$ cat config.mk
export PLATFORM = sky130hd
export DESIGN_NAME = pipelined_adder_unit_flat
export DESIGN_NICKNAME = d
export VERILOG_FILES = /design/src/rtl/pipelined_adder_unit_if.sv /design/src/rtl/pipelined_adder_unit.sv /design/src/flat_wrapper.sv
export SDC_FILE = /design/constraint.sdc
export NUM_CORES = 1
export LEC_CHECK = 0
export ABC_AREA = 1
export ABC_CLOCK_PERIOD_IN_PS = 3400
export CAP_MARGIN = 20
export CORE_MARGIN = 2
export CORE_UTILIZATION = 48
export DETAILED_ROUTE_END_ITERATION = 8
export PLACE_DENSITY = 0.72
export SYNTH_ARGS = -nofsm -noshare
export SYNTH_HDL_FRONTEND = slang
export SYNTH_SLANG_ARGS = --single-unit
$ cat constraint.sdc
create_clock -name Clk -period 3.4 [get_ports Clk]
set_input_delay 0.68 -clock Clk [delete_from_list [all_inputs] [get_ports Clk]]
set_output_delay 0.68 -clock Clk [all_outputs]
set_load 0.01 [all_outputs]
$ cat src/rtl/pipelined_adder_unit_if.sv
// Operand/result bus of the multi-cycle adder/subtractor.
//   SW, LoadA, LoadB   operand source and level-sensitive load enables
//   Run, Sub, Accum    start request (edge-detected in the unit), op select, write-back select
//   A, B               operand registers, exported for display
//   Sum, CO, OV        result of the last completed operation
//   Busy, Done         operation in progress / one-cycle completion pulse
interface pipelined_adder_unit_if #(
    parameter int unsigned WIDTH = 16
);
    logic [WIDTH-1:0] SW;
    logic             LoadA;
    logic             LoadB;
    logic             Run;
    logic             Sub;
    logic             Accum;
    logic [WIDTH-1:0] A;
    logic [WIDTH-1:0] B;
    logic [WIDTH-1:0] Sum;
    logic             CO;
    logic             OV;
    logic             Busy;
    logic             Done;

    // Requester side: drives operands and control, observes results.
    modport master (
        output SW, LoadA, LoadB, Run, Sub, Accum,
        input  A, B, Sum, CO, OV, Busy, Done
    );

    // Adder unit side.
    modport slave (
        input  SW, LoadA, LoadB, Run, Sub, Accum,
        output A, B, Sum, CO, OV, Busy, Done
    );
endinterface

$ cat src/rtl/pipelined_adder_unit.sv
// Multi-cycle adder/subtractor: A and B are loaded from SW, a rising edge on
// Run launches A+B or A-B, processed as STAGES carry-chained slices of
// WIDTH/STAGES bits, one slice per clock. Reports Sum, CO and OV, pulses Done,
// and optionally writes Sum back into A (accumulate).
//   Clk    rising-edge clock
//   Reset  asynchronous, active-high; clears all state
//   bus    pipelined_adder_unit_if slave modport (operands, control, results)
module pipelined_adder_unit #(
    parameter int unsigned WIDTH  = 16,
    parameter int unsigned STAGES = 4
) (
    input  logic                   Clk,
    input  logic                   Reset,
    pipelined_adder_unit_if.slave  bus
);

    localparam int unsigned SLW  = WIDTH / STAGES;
    localparam int unsigned SLW1 = SLW + 1;
    localparam int unsigned KW   = (STAGES > 1) ? $clog2(STAGES) : 1;

    typedef enum logic {
        IDLE = 1'b0,
        CALC = 1'b1
    } state_t;

    state_t           state;
    logic             run_q;
    logic             accum_q;
    logic             c;
    logic [KW-1:0]    k;
    logic [WIDTH-1:0] aw;
    logic [WIDTH-1:0] bw;
    logic [WIDTH-1:0] part;

    logic             start;
    logic             last;
    logic [SLW:0]     slice_sum;
    logic [WIDTH-1:0] part_next;
    logic             ov_next;

    assign start = bus.Run && !run_q && !bus.Busy;
    assign last  = (k == KW'(STAGES - 1));

    // Working copies shift right one slice per cycle, so the active slice is
    // always the low SLW bits.
    assign slice_sum = SLW1'(aw[SLW-1:0]) + SLW1'(bw[SLW-1:0]) + SLW1'(c);

    // Completed slices enter at the top; after STAGES shifts the word is whole.
    assign part_next = (part >> SLW) | (WIDTH'(slice_sum[SLW-1:0]) << (WIDTH - SLW));

    // Carry into the MSB is a ^ b ^ s at that bit; XOR with carry out gives OV.
    assign ov_next = aw[SLW-1] ^ bw[SLW-1] ^ slice_sum[SLW-1] ^ slice_sum[SLW];

    // Control FSM, operand registers and slice datapath.
    always_ff @(posedge Clk or posedge Reset) begin
        if (Reset) begin
            state    <= IDLE;
            run_q    <= 1'b0;
            accum_q  <= 1'b0;
            c        <= 1'b0;
            k        <= '0;
            aw       <= '0;
            bw       <= '0;
            part     <= '0;
            bus.A    <= '0;
            bus.B    <= '0;
            bus.Sum  <= '0;
            bus.CO   <= 1'b0;
            bus.OV   <= 1'b0;
            bus.Busy <= 1'b0;
            bus.Done <= 1'b0;
        end else begin
            run_q    <= bus.Run;
            bus.Done <= 1'b0;

            if (!bus.Busy) begin
                if (bus.LoadA) bus.A <= bus.SW;
                if (bus.LoadB) bus.B <= bus.SW;
            end

            case (state)
                IDLE: begin
                    if (start) begin
                        aw       <= bus.A;
                        bw       <= bus.Sub ? ~bus.B : bus.B;
                        c        <= bus.Sub;
                        accum_q  <= bus.Accum;
                        k        <= '0;
                        bus.Busy <= 1'b1;
                        state    <= CALC;
                    end
                end
                CALC: begin
                    aw   <= aw >> SLW;
                    bw   <= bw >> SLW;
                    c    <= slice_sum[SLW];
                    part <= part_next;
                    k    <= k + KW'(1);
                    if (last) begin
                        bus.Sum  <= part_next;
                        bus.CO   <= slice_sum[SLW];
                        bus.OV   <= ov_next;
                        bus.Done <= 1'b1;
                        bus.Busy <= 1'b0;
                        state    <= IDLE;
                        // Write-back overrides any LoadA, which is blocked while Busy.
                        if (accum_q) bus.A <= part_next;
                    end
                end
                default: state <= IDLE;
            endcase
        end
    end

endmodule
$ cat src/flat_wrapper.sv
// flat-port wrapper written by rule: the top's interface ports become plain ports
module pipelined_adder_unit_flat 
#(
    parameter int unsigned WIDTH  = 16,
    parameter int unsigned STAGES = 4
)
  (Clk, Reset, bus_SW, bus_LoadA, bus_LoadB, bus_Run, bus_Sub, bus_Accum, bus_A, bus_B, bus_Sum, bus_CO, bus_OV, bus_Busy, bus_Done);
  pipelined_adder_unit_if #(.WIDTH(WIDTH)) bus_i ();
  input  logic Clk;
  input  logic Reset;
  input wire logic [$bits(bus_i.SW)-1:0] bus_SW;
  input wire logic [$bits(bus_i.LoadA)-1:0] bus_LoadA;
  input wire logic [$bits(bus_i.LoadB)-1:0] bus_LoadB;
  input wire logic [$bits(bus_i.Run)-1:0] bus_Run;
  input wire logic [$bits(bus_i.Sub)-1:0] bus_Sub;
  input wire logic [$bits(bus_i.Accum)-1:0] bus_Accum;
  output wire logic [$bits(bus_i.A)-1:0] bus_A;
  output wire logic [$bits(bus_i.B)-1:0] bus_B;
  output wire logic [$bits(bus_i.Sum)-1:0] bus_Sum;
  output wire logic [$bits(bus_i.CO)-1:0] bus_CO;
  output wire logic [$bits(bus_i.OV)-1:0] bus_OV;
  output wire logic [$bits(bus_i.Busy)-1:0] bus_Busy;
  output wire logic [$bits(bus_i.Done)-1:0] bus_Done;
  assign bus_i.SW = bus_SW;
  assign bus_i.LoadA = bus_LoadA;
  assign bus_i.LoadB = bus_LoadB;
  assign bus_i.Run = bus_Run;
  assign bus_i.Sub = bus_Sub;
  assign bus_i.Accum = bus_Accum;
  assign bus_A = bus_i.A;
  assign bus_B = bus_i.B;
  assign bus_Sum = bus_i.Sum;
  assign bus_CO = bus_i.CO;
  assign bus_OV = bus_i.OV;
  assign bus_Busy = bus_i.Busy;
  assign bus_Done = bus_i.Done;
  pipelined_adder_unit #(.WIDTH(WIDTH), .STAGES(STAGES)) u_core (.Clk(Clk), .Reset(Reset), .bus(bus_i));
endmodule
Yosys cells after proc, flatten, opt, wreduce, memory -nomap -nowiden

Cells that the tools add are included.

Multiply operators: 0
Divide/modulo/power cells: 0
Bitwise operators: 7
Shift operators: 0
Reduce and logical (&&, ||, !) cells: 8
Multiplexer cells: 22
Magnitude comparators: 0
Equality and inequality tests: 3
Add/sub/neg operators: 3

Operators with widths:

| kind                                          | number |
|---|---|
| two-way mux 16 bit                            | 8 |
| case mux 16 bit (2 select lines)              | 2 |
| NOT 16 bit                                    | 1 |
| OR 12 x 16 -> 16 bit                          | 1 |
| AND reduction 2 bit                           | 4 |
| two-way mux 1 bit                             | 7 |
| case mux 1 bit (2 select lines)               | 3 |
| adder 4 x 4 -> 5 bit                          | 1 |
| adder 5 x 1 -> 5 bit                          | 1 |
| case mux 2 bit (2 select lines)               | 1 |
| bitwise XOR 1 bit                             | 3 |
| adder 2 x 1 -> 2 bit, second input constant   | 1 |
| equality test 2 bit, second input constant    | 1 |
| logical AND 1 bit                             | 2 |
| logical NOT 1 bit                             | 2 |
| two-way mux 2 bit                             | 1 |
| != test 2 x 1 -> 1 bit, second input constant | 1 |
| != test 2 bit, second input constant          | 1 |
| NOT 1 bit                                     | 2 |

Bits in writable memories: 0
Logic and storage cells: 58
Bits in registers: 106
Latch bits: 0
Output and inout bits: 52
Input port bits: 23
Memories kept: 0
Bits in read-only memories: 0

Logic depth before layout (Yosys ltp)

Depth in word-level cells: 6
Mapped depth: 10
Gate-level depth less buffers: 10

Worst setup path after synthesis

OpenSTA, ideal clock, no wires.

Path type: reg2reg
Start: register u_core.bw[0]
End: register u_core.bus.OV
Arrival time: 1.457 ns
Setup time: 0.117 ns
Data required time: 3.283 ns
Path slack: 1.826 ns
Clock period less this slack: 1.574 ns
Stages on the path, launching flop included: 11
Buffers on the path: 0
Cell sequence: dfrtp_1 fa_1 inv_1 fa_1 inv_1 nand2_1 nand2_1 nand2_1 nand2_1 nand3_1 nand2_1

Longest elaborated chain between the ends: 4

RTL lines:

| what                     | RTL line                      | text |
|---|---|---|
| start: declaration       | pipelined_adder_unit.sv:32    | `logic [WIDTH-1:0] bw;` |
| start signal: assignment | pipelined_adder_unit.sv:85    | `bw <= bus.Sub ? ~bus.B : bus.B;` |
| start signal: assignment | pipelined_adder_unit.sv:95    | `bw <= bw >> SLW;` |
| adder 4 x 4 -> 5 bit (*) | pipelined_adder_unit.sv:46    | `assign slice_sum = SLW1'(aw[SLW-1:0]) + SLW1'(bw[SLW-1:0]) + SLW1'(c);` |
| adder 5 x 1 -> 5 bit (*) | pipelined_adder_unit.sv:46    |  |
| bitwise XOR 1 bit        | pipelined_adder_unit.sv:52    | `assign ov_next = aw[SLW-1] ^ bw[SLW-1] ^ slice_sum[SLW-1] ^ slice_sum[SLW];` |
| bitwise XOR 1 bit (*)    | pipelined_adder_unit.sv:52    |  |
| end signal: assignment   | pipelined_adder_unit.sv:102   | `bus.OV <= ov_next;` |
| end: declaration         | pipelined_adder_unit_if.sv:33 | `output A, B, Sum, CO, OV, Busy, Done` |

Every way passes the cells marked *; elsewhere a longest branch is shown, timed or not.
A chain may end at the register's enable or synchronous reset.

Final worst setup path

Start: input bus_LoadA
End: register u_core.bus.A[2]

Longest elaborated chain between the ends: 5

RTL lines:

| what                   | RTL line                      | text |
|---|---|---|
| start: declaration     | flat_wrapper.sv:12            | `input wire logic [$bits(bus_i.LoadA)-1:0] bus_LoadA;` |
| two-way mux 16 bit (*) | pipelined_adder_unit.sv:77    | `if (bus.LoadA) bus.A <= bus.SW;` |
| two-way mux 16 bit (*) | pipelined_adder_unit.sv:76    | `if (!bus.Busy) begin` |
| two-way mux 16 bit     | pipelined_adder_unit.sv:107   | `if (accum_q) bus.A <= part_next;` |
| two-way mux 16 bit     | pipelined_adder_unit.sv:99    | `if (last) begin` |
| two-way mux 16 bit (*) | pipelined_adder_unit.sv:81    | `case (state)` |
| end signal: assignment | pipelined_adder_unit.sv:77    |  |
| end signal: assignment | pipelined_adder_unit.sv:107   |  |
| end: declaration       | pipelined_adder_unit_if.sv:33 |  |

Marked as above.

==> reports/metrics.cfg <==
[sta]
finalMaxSlewViolations=0
timing.final.setup_violations=0
grt_setup_unrepaired=false
post-route-period-util_pct=61.35
setup_tns_ns=0
final-hold-violation-count=0
maxSlewHeadroom_pct=40.08
tightestPinTransition_ns=0.8960
timing.fmax_ghz=0.4794
finalWorstPathRequiredPeriod_ns=2.086
skew_ns=0.009233

[floorplanning]
row_count=34
dieArea_um2=9947
dieWidth_um=99.74
floorplan.die.height_um=99.74
ios=75
initial_utilization_pct=49.96
core_region_area_um2=8806

[setup_path]
reg2reg_depth=6
worst-setup-path-type=input port to register
critical_path_peak_fanout=20
crit_path_start_kind=input port
critical_path.reg2reg.startpoint=u_core.k[0]
critPathRequiredTime_ns=3.62
worst-endpoint-arrival_ns=2.31
ff2ff_setup_slack_ns=1.41
crit-reg2reg-capture=u_core.bus.A[2]
worstSetupEndpointType=register
crit_start=bus_LoadA

[logic_synthesis]
synth.lib_cells_used.distinct=25
post_synth_edffs=0
synth_area_per_cell_um2=9.522
register_bit_count_reported_by_yosys=102
synthesis.yosys.warnings=0
seq_area_frac_synth_pct=58.02
ys_top_cells_by_count=144 x sky130_fd_sc_hd__nand2_1, 102 x sky130_fd_sc_hd__dfrtp_1, 47 x sky130_fd_sc_hd__o21ai_0
synth.area.top_cells=sky130_fd_sc_hd__dfrtp_1 58%, sky130_fd_sc_hd__nand2_1 12%, sky130_fd_sc_hd__o21ai_0 5.3%
synth.net_count=491
post_synth_arst_share_pct=100.0
netlist.area_leader.share_pct=58.02
synthesis.area_um2=4399
synthesis.instances=462
synth_flop_cell=sky130_fd_sc_hd__dfrtp_1
yosys.cell_count.top_type=sky130_fd_sc_hd__nand2_1
yosysTopAreaCell=sky130_fd_sc_hd__dfrtp_1

[layout]
num_antenna_cells=0
final_core_utilization_pct=60.88
area_growth_syn_to_layout_pct=21.87
drive_above_1_share_pct=8.083
layout.nets=557

[detailed_routing]
post_drt_via_cell_ratio=5.297
drt_iter0_markers=216
dr.pass1.iters=4
routed-via-count=3390
aggregate_routed_wire_length_mm=10.68
wl_per_cell_um=16.69
route.detailed.drc=0
antenna_left=0

[placed_design]
place_hpwl_mm=7.755
io_buffer_count=74
place.gp.congestion=0.8551

[clock_tree]
postCtsSetupBuffers=0
cts.root.buffer_cell=sky130_fd_sc_hd__clkbuf_8
cts_buffer_depth=2
cts_inserted_buffers=9
cts_tree=done
cts_repair_resize_count=0
holdBufCountCts=0
cts.clk_slew.worst_paths_ns=0.10
worstSkewPairLatency_ns=0.36
h-tree-depth=3
cts.sinks=102

[grt]
grt_overflow=0
first_global_vias=3303
grt_start_max_net_pins=49
antenna_found_initial=0
grt_usage_pct=22.27
grt_pass1_wl_mm=16.95

[pwr]
power_density_nw_per_um2=925.0
power_leakage_nw=2.471
vdd.ir_drop.worst_v=0.0004846

[worst_hold_path]
worst_hold_startpoint=u_core.k[0]
min_path_type=register to register
worst_hold_path.num_cells=1
hold-path-endpoint=u_core.k[0]

[status]
outcome=completed

[run]
max_cap_violations=0

==> cells by family after synthesis <==
group | Yosys count | synth area share (%)
buffers and inverters | 54 | 5.518
XOR/XNOR | 16 | 3.185
flip-flops | 102 | 58.02
AND/OR/NAND/NOR | 187 | 17.35
AO/OA/AOI/OAI | 81 | 9.784
multiplexers | 16 | 4.095
adder cells (fa/ha/maj) | 6 | 2.048
==> metal layers <==
layer / vias to the layer above / share of wire [%] / GRT usage, %
li1: 1632 / - / -
met1: 1665 / 44 / 31.41
met2: 84 / 49 / 35.55
met3: 9 / 5.4 / 3.303
met4: 0 / 1.2 / 7.798
met5: - / 0 / 0
==> layout make-up <==
cell class              instances  area, µm²
clock buffers                  10      127.6
well taps                     108      135.1
multi-input cells             306       1604
repair buffers                 78      783.3
inverters                      31      121.4
clock inverters                 5      37.54
flip-flops and latches        102       2552
fillers                       761       3445
==> stage by stage <==
stage	cell area, µm²	total power, mW	cells	hold slack (ns)	worst slack, ns
after floorplan	4399	3.265	462	0.4459	0.04452
after global placement	5196	4.222	625	0.4593	1.027
after detailed placement	5196	4.295	625	0.4694	0.9949
after CTS	5361	4.968	640	0.4904	1.323
after global routing	5361	5.303	640	0.5063	1.162
final	5361	4.959	640	0.4886	1.314
==> power breakdown <==
part / internal (mW) / total (mW) / switching [mW] / leakage (nW)
Combinational: 0.985 / 2.11 / 1.12 / 1.11
Sequential: 1.73 / 2.18 / 0.443 / 1.28
Clock: 0.264 / 0.675 / 0.411 / 0.0783
==> how the worst max path moves through the flow <==
| stage | end | slack [ns] | cells past startpoint |
|---|---|---|---|
| floorplan | u_core.accum_q | 0.04 | 1 |
| global placement | u_core.bus.A[12] | 1.03 | 4 |
| detailed placement | u_core.bus.A[3] | 0.99 | 4 |
| CTS | bus_B[2] | 1.32 | 1 |
| global route | u_core.bus.A[7] | 1.16 | 4 |
| finish | u_core.bus.A[2] | 1.31 | 4 |
==> registers in the layout (all words and copies together), names as in the netlist <==
register and cells:
u_core.accum_q 1, u_core.aw 16, u_core.bus.A 16, u_core.bus.B 16, u_core.bus.Busy 1, u_core.bus.CO 1, u_core.bus.Done 1, u_core.bus.OV 1
u_core.bus.Sum 16, u_core.bw 16, u_core.c 1, u_core.k 2, u_core.part 12, u_core.run_q 1, u_core.state 1
==> cell usage in the layout (no fill, tap or decap) <==
master                            instances
sky130_fd_sc_hd__clkinvlp_4               2
sky130_fd_sc_hd__nand3_1                 32
sky130_fd_sc_hd__a21oi_1                 15
sky130_fd_sc_hd__clkinv_2                 1
sky130_fd_sc_hd__inv_4                    2
sky130_fd_sc_hd__o211ai_1                 4
sky130_fd_sc_hd__mux2_2                  16
sky130_fd_sc_hd__nand2_2                  3
sky130_fd_sc_hd__buf_12                   1
sky130_fd_sc_hd__dfrtp_1                102
sky130_fd_sc_hd__clkinv_4                 2
sky130_fd_sc_hd__inv_1                   27
sky130_fd_sc_hd__clkbuf_8                 9
sky130_fd_sc_hd__clkbuf_1                 1
sky130_fd_sc_hd__o22ai_1                 12
sky130_fd_sc_hd__buf_4                    3
sky130_fd_sc_hd__xor2_1                  12
sky130_fd_sc_hd__inv_2                    2
sky130_fd_sc_hd__ha_1                     4
sky130_fd_sc_hd__nor2_4                   1
sky130_fd_sc_hd__o21ai_1                  3
sky130_fd_sc_hd__nand3b_1                 1
sky130_fd_sc_hd__clkdlybuf4s50_1         74
sky130_fd_sc_hd__or2_2                    1
sky130_fd_sc_hd__nand2_1                144
sky130_fd_sc_hd__fa_1                     2
sky130_fd_sc_hd__o21ai_0                 47
sky130_fd_sc_hd__xnor2_1                  4
sky130_fd_sc_hd__nor2_1                   5
==> critical path, stage by stage <==
cell                              delay [ns]
sky130_fd_sc_hd__clkdlybuf4s50_1        0.76
sky130_fd_sc_hd__nand2_1                0.47
sky130_fd_sc_hd__o21ai_0                0.29
sky130_fd_sc_hd__o22ai_1                0.10
Power figures use the tool's default switching activity.
==> RTL edit 1, RTL diff (same flow settings) <==
`WIDTH` is set to 16 in 3 places; all go to 18.
--- a/src/rtl/pipelined_adder_unit_if.sv
+++ b/src/rtl/pipelined_adder_unit_if.sv
@@ -5,7 +5,7 @@
 //   Sum, CO, OV        result of the last completed operation
 //   Busy, Done         operation in progress / one-cycle completion pulse
 interface pipelined_adder_unit_if #(
-    parameter int unsigned WIDTH = 16
+    parameter int unsigned WIDTH = 18
 );
     logic [WIDTH-1:0] SW;
     logic             LoadA;
--- a/src/rtl/pipelined_adder_unit.sv
+++ b/src/rtl/pipelined_adder_unit.sv
@@ -6,7 +6,7 @@
 //   Reset  asynchronous, active-high; clears all state
 //   bus    pipelined_adder_unit_if slave modport (operands, control, results)
 module pipelined_adder_unit #(
-    parameter int unsigned WIDTH  = 16,
+    parameter int unsigned WIDTH  = 18,
     parameter int unsigned STAGES = 4
 ) (
     input  logic                   Clk,
--- a/src/flat_wrapper.sv
+++ b/src/flat_wrapper.sv
@@ -1,7 +1,7 @@
 // flat-port wrapper written by rule: the top's interface ports become plain ports
 module pipelined_adder_unit_flat 
 #(
-    parameter int unsigned WIDTH  = 16,
+    parameter int unsigned WIDTH  = 18,
     parameter int unsigned STAGES = 4
 )
   (Clk, Reset, bus_SW, bus_LoadA, bus_LoadB, bus_Run, bus_Sub, bus_Accum, bus_A, bus_B, bus_Sum, bus_CO, bus_OV, bus_Busy, bus_Done);
Ports: changed (resized bus_A, bus_B, bus_SW and bus_Sum); port bits go from 75 to 83. The function was not compared with the original's and may differ.
==> RTL edit 1 against the unedited design <==
- global-route usage up 1.2 points
- wire length up 17%
- sequential power increased by 13%
- area after synthesis grew 11%
- worst setup slack got worse by 120 ps
- total power rose by 34%
- clock power grew to 2.8 times the old value
- sequential cell count rose by 12
- cell area up 20%
- critical endpoint is now bus_B[1]
==> RTL edit 1: results (changes against the unedited design) <==
Leading post-synthesis cells by cell area: sky130_fd_sc_hd__dfrtp_1 58%, sky130_fd_sc_hd__nand2_1 12%, sky130_fd_sc_hd__o21ai_0 5.2% (was sky130_fd_sc_hd__dfrtp_1 58%, sky130_fd_sc_hd__nand2_1 12%, sky130_fd_sc_hd__o21ai_0 5.3%). The unique cell type count in the Yosys netlist is 24 (was 25). The worst-case headroom to the max-slew limit was 0.324 (was 0.401). The number of global-route vias before repair came out at 3,815 (was 3,303). The number of buffers added by the clock tree synthesis step came out at 17 (was 9). The ratio of routed vias to standard cells came out at 5.35 (was 5.30). The slack of the worst reg-to-reg path came out at 1500 ps (was 1410 ps). The area of placed instances is 0.00580 mm2 (was 0.00520 mm2). The maximum single-stage delay on the critical path is 580 ps (was 760 ps). The overall global routing resource usage was 0.235 (was 0.223).

The final layout net count is 623 (was 557). The largest net degree at the start of global routing is 115 (was 49). Result of the run: finished, final reports clean (unchanged).

Commonest cells post-synth: 162 x sky130_fd_sc_hd__nand2_1, 114 x sky130_fd_sc_hd__dfrtp_1, 51 x sky130_fd_sc_hd__o21ai_0 (was 144 x sky130_fd_sc_hd__nand2_1, 102 x sky130_fd_sc_hd__dfrtp_1, 47 x sky130_fd_sc_hd__o21ai_0). The reg-to-reg critical path startpoint is u_core.bus.Busy (was u_core.k[0]). The clock latency of the later-clocked register in the worst-skew pair is 510 ps (was 360 ps). The clock transition time at the flip-flop clock pins of the worst setup and hold paths is 60 ps (was 100 ps). The total iterations of the first detailed-routing run came out at 5 (was 4). The total length of routed met3 wires came out at 731 um (was 578 um). The signal arrival time at the worst endpoint was 1530 ps (was 2310 ps). The clock tree skew after final layout is 6.48 ps (was 9.23 ps).

The largest fanout on the critical path came out at 3 (was 20). The sequential-to-total area share from yosys stat came to 0.584 (was 0.580). The amount of wire on met2 after detailed routing is 6200 um (was 5240 um). The weighted congestion at the end of routability-driven global placement is 0.828 (was 0.855). The synthesized netlist net count came out at 546 (was 491).
## RTL edit 1: cell types whose count changed after synthesis, sizes merged, moves of 4 or more
cell / before / now
nand3: 32 / 36
dfrtp: 102 / 114
a21oi: 15 / 19
o21ai: 50 / 55
nand2: 147 / 164
clkbuf: 7 / 11
## RTL edit 1: worst paths after layout
path | endpoint | cells past startpoint
max in group asynchronous | u_core.aw[10] | 3
worst min register to register | u_core.k[0] | 1
worst min-delay path | u_core.k[0] | 1
worst max register to register | u_core.bw[17] | 5
worst max-delay path | bus_B[1] | 1
min in group asynchronous | u_core.bus.Sum[8] | 3
## RTL edit 1: routing by layer
layer  global-route usage  up-vias
li1                     -     1837
met5                    0        -
met2                0.378      154
met3               0.0387       18
met1                0.321     1932
met4               0.0867        0
## RTL edit 1: final cells by class
type	count	area (um2)
tap	133	166
sequential	114	2850
inverter	31	123
timing repair buffer	86	876
multi-input combinational	342	1780
clock buffer	19	442
clock inverter	11	185
fill	805	3390
## RTL edit 1: cells by family (layout without fill, tap and decap cells)
family          after synthesis  in the layout  share of synthesized area
flops                       114            114                      0.584
compound gates               91             91                     0.0983
fa+ha+maj                     6              6                     0.0184
xor+xnor                     19             19                     0.0341
buf+inv                      59            147                     0.0520
mux                          18             18                     0.0415
simple gates                208            208                      0.172
## RTL edit 1: stage by stage
step	worst slack [ps]	instances
after detailed placement	844	706
after global placement	902	706
final	1190	736
after floorplan	1330	515
after CTS	1170	736
after global routing	1060	736
## RTL edit 1: where the power goes
group	switching [mW]	total [mW]	internal, mW
clock network	0.603	1.89	1.29
logic	1.21	2.31	1.10
registers	0.518	2.46	1.94
total	2.33	6.66	4.33
==> RTL edit 2, RTL diff (config.mk and constraints unchanged) <==
Made on the original files. Make the reset (`Reset`) synchronous in one clocked block. Comments in the files are not updated.
--- a/src/rtl/pipelined_adder_unit.sv
+++ b/src/rtl/pipelined_adder_unit.sv
@@ -52,7 +52,7 @@
     assign ov_next = aw[SLW-1] ^ bw[SLW-1] ^ slice_sum[SLW-1] ^ slice_sum[SLW];
 
     // Control FSM, operand registers and slice datapath.
-    always_ff @(posedge Clk or posedge Reset) begin
+    always_ff @(posedge Clk) begin
         if (Reset) begin
             state    <= IDLE;
             run_q    <= 1'b0;
Check against the original RTL: differs if Reset is asserted again (counterexample within 4 cycles, from zero or initial values and one cycle with Reset high); with Reset held inactive, the same outputs for 10 cycles.
==> RTL edit 2 against the unedited design <==
- wire length increased by 3.3%
- sequential cell count unchanged
- non-clock buffer count decreased by 1
- via count increased by 16%
- count of clock-buffer cells in the layout increased by 1
- cell area decreased by 1.9%
- area after synthesis unchanged
- worst setup slack got worse by 130 ps
- critical path type is now register to register
Power is not compared: it rests on default switching activity, and its combinational part moved more than twofold at a synthesized area within 25%.
==> RTL edit 2: results (changes against the unedited design) <==
The overall global routing resource usage is 0.226 (was 0.223). The weighted congestion at the end of routability-driven global placement came out at 0.818 (was 0.855). The total of plain and repair buffers excluding clock buffers is 77 (was 78).

The capture point of the worst reg-to-reg path is u_core.aw[1] (was u_core.bus.A[2]). The number of cells on the worst reg-to-reg path came out at 5 (was 6). The post-layout instance count excluding filler cells is 767 (was 640).

The total number of multi-input combinational cells came out at 399 (was 306). The number of inverters outside the clock class in the layout is 65 (was 31). The compound-gate portion of the synthesized area came out at 0.163 (was 0.0978). The transition time at the pin with the least slew margin came out at 958 ps (was 896 ps). The signal arrival time at the worst endpoint is 2440 ps (was 2310 ps). The count of clock-net buffers in the final layout came out at 11 (was 10). The area taken by flip-flops and latches came to 0.00204 mm2 (was 0.00255 mm2). The post-detailed-route wirelength per cell was 14.4 um (was 16.7 um). The DRC violation total after the first TritonRoute iteration came to 210 (was 216). The proportion of cell area occupied by multi-input gates came out at 0.362 (was 0.299).

The total length of routed met3 wires was 537 um (was 578 um). The via total after detailed routing is 3,941 (was 3,390). The number of cells on the worst hold path came out at 2 (was 1). Result of the run: finished, final reports clean (unchanged). The hold-critical path endpoint is u_core.bus.Sum[15] (was u_core.k[0]).

Commonest cells post-synth: 155 x sky130_fd_sc_hd__nand2_1, 102 x sky130_fd_sc_hd__dfxtp_1, 68 x sky130_fd_sc_hd__o21ai_0 (was 144 x sky130_fd_sc_hd__nand2_1, 102 x sky130_fd_sc_hd__dfrtp_1, 47 x sky130_fd_sc_hd__o21ai_0). The unique cell type count in the Yosys netlist came to 26 (was 25). The clock network area share is 0.0317 (was 0.0308). The setup slack after placement is 930 ps (was 995 ps). The final layout net count is 683 (was 557). The largest fanout on the critical path came out at 32 (was 20).

The leading area contributor after synthesis is sky130_fd_sc_hd__dfxtp_1 (was sky130_fd_sc_hd__dfrtp_1). The buffering overhead is 0.145 (was 0.146). The mux contribution to synthesized area is 0 (was 0.0410). The instance count of the mapped netlist is 601 (was 462).

The clock tree skew after final layout is 8.22 ps (was 9.23 ps).
[RTL edit 2: cell count changes in the layout (fill, tap and decap cells not counted), moves of 5 or more]
| cell | change |
|---|---|
| sky130_fd_sc_hd__a21oi_1 | +49 |
| sky130_fd_sc_hd__dfrtp_1 | -102 |
| sky130_fd_sc_hd__dfxtp_1 | +102 |
| sky130_fd_sc_hd__inv_1 | +31 |
| sky130_fd_sc_hd__mux2_2 | -16 |
| sky130_fd_sc_hd__nand2_1 | +11 |
| sky130_fd_sc_hd__nand3_1 | -11 |
| sky130_fd_sc_hd__nor2_1 | +45 |
| sky130_fd_sc_hd__o21ai_0 | +21 |
| sky130_fd_sc_hd__o21ai_1 | +5 |
| sky130_fd_sc_hd__o22ai_1 | -12 |
| sky130_fd_sc_hd__xnor2_1 | +9 |
| sky130_fd_sc_hd__xor2_1 | -8 |
[RTL edit 2: where the power goes]
| group | switching [mW] | internal, mW |
|---|---|---|
| clock network | 0.408 | 0.269 |
| logic | 0.232 | 0.163 |
| registers | 0.0580 | 1.26 |
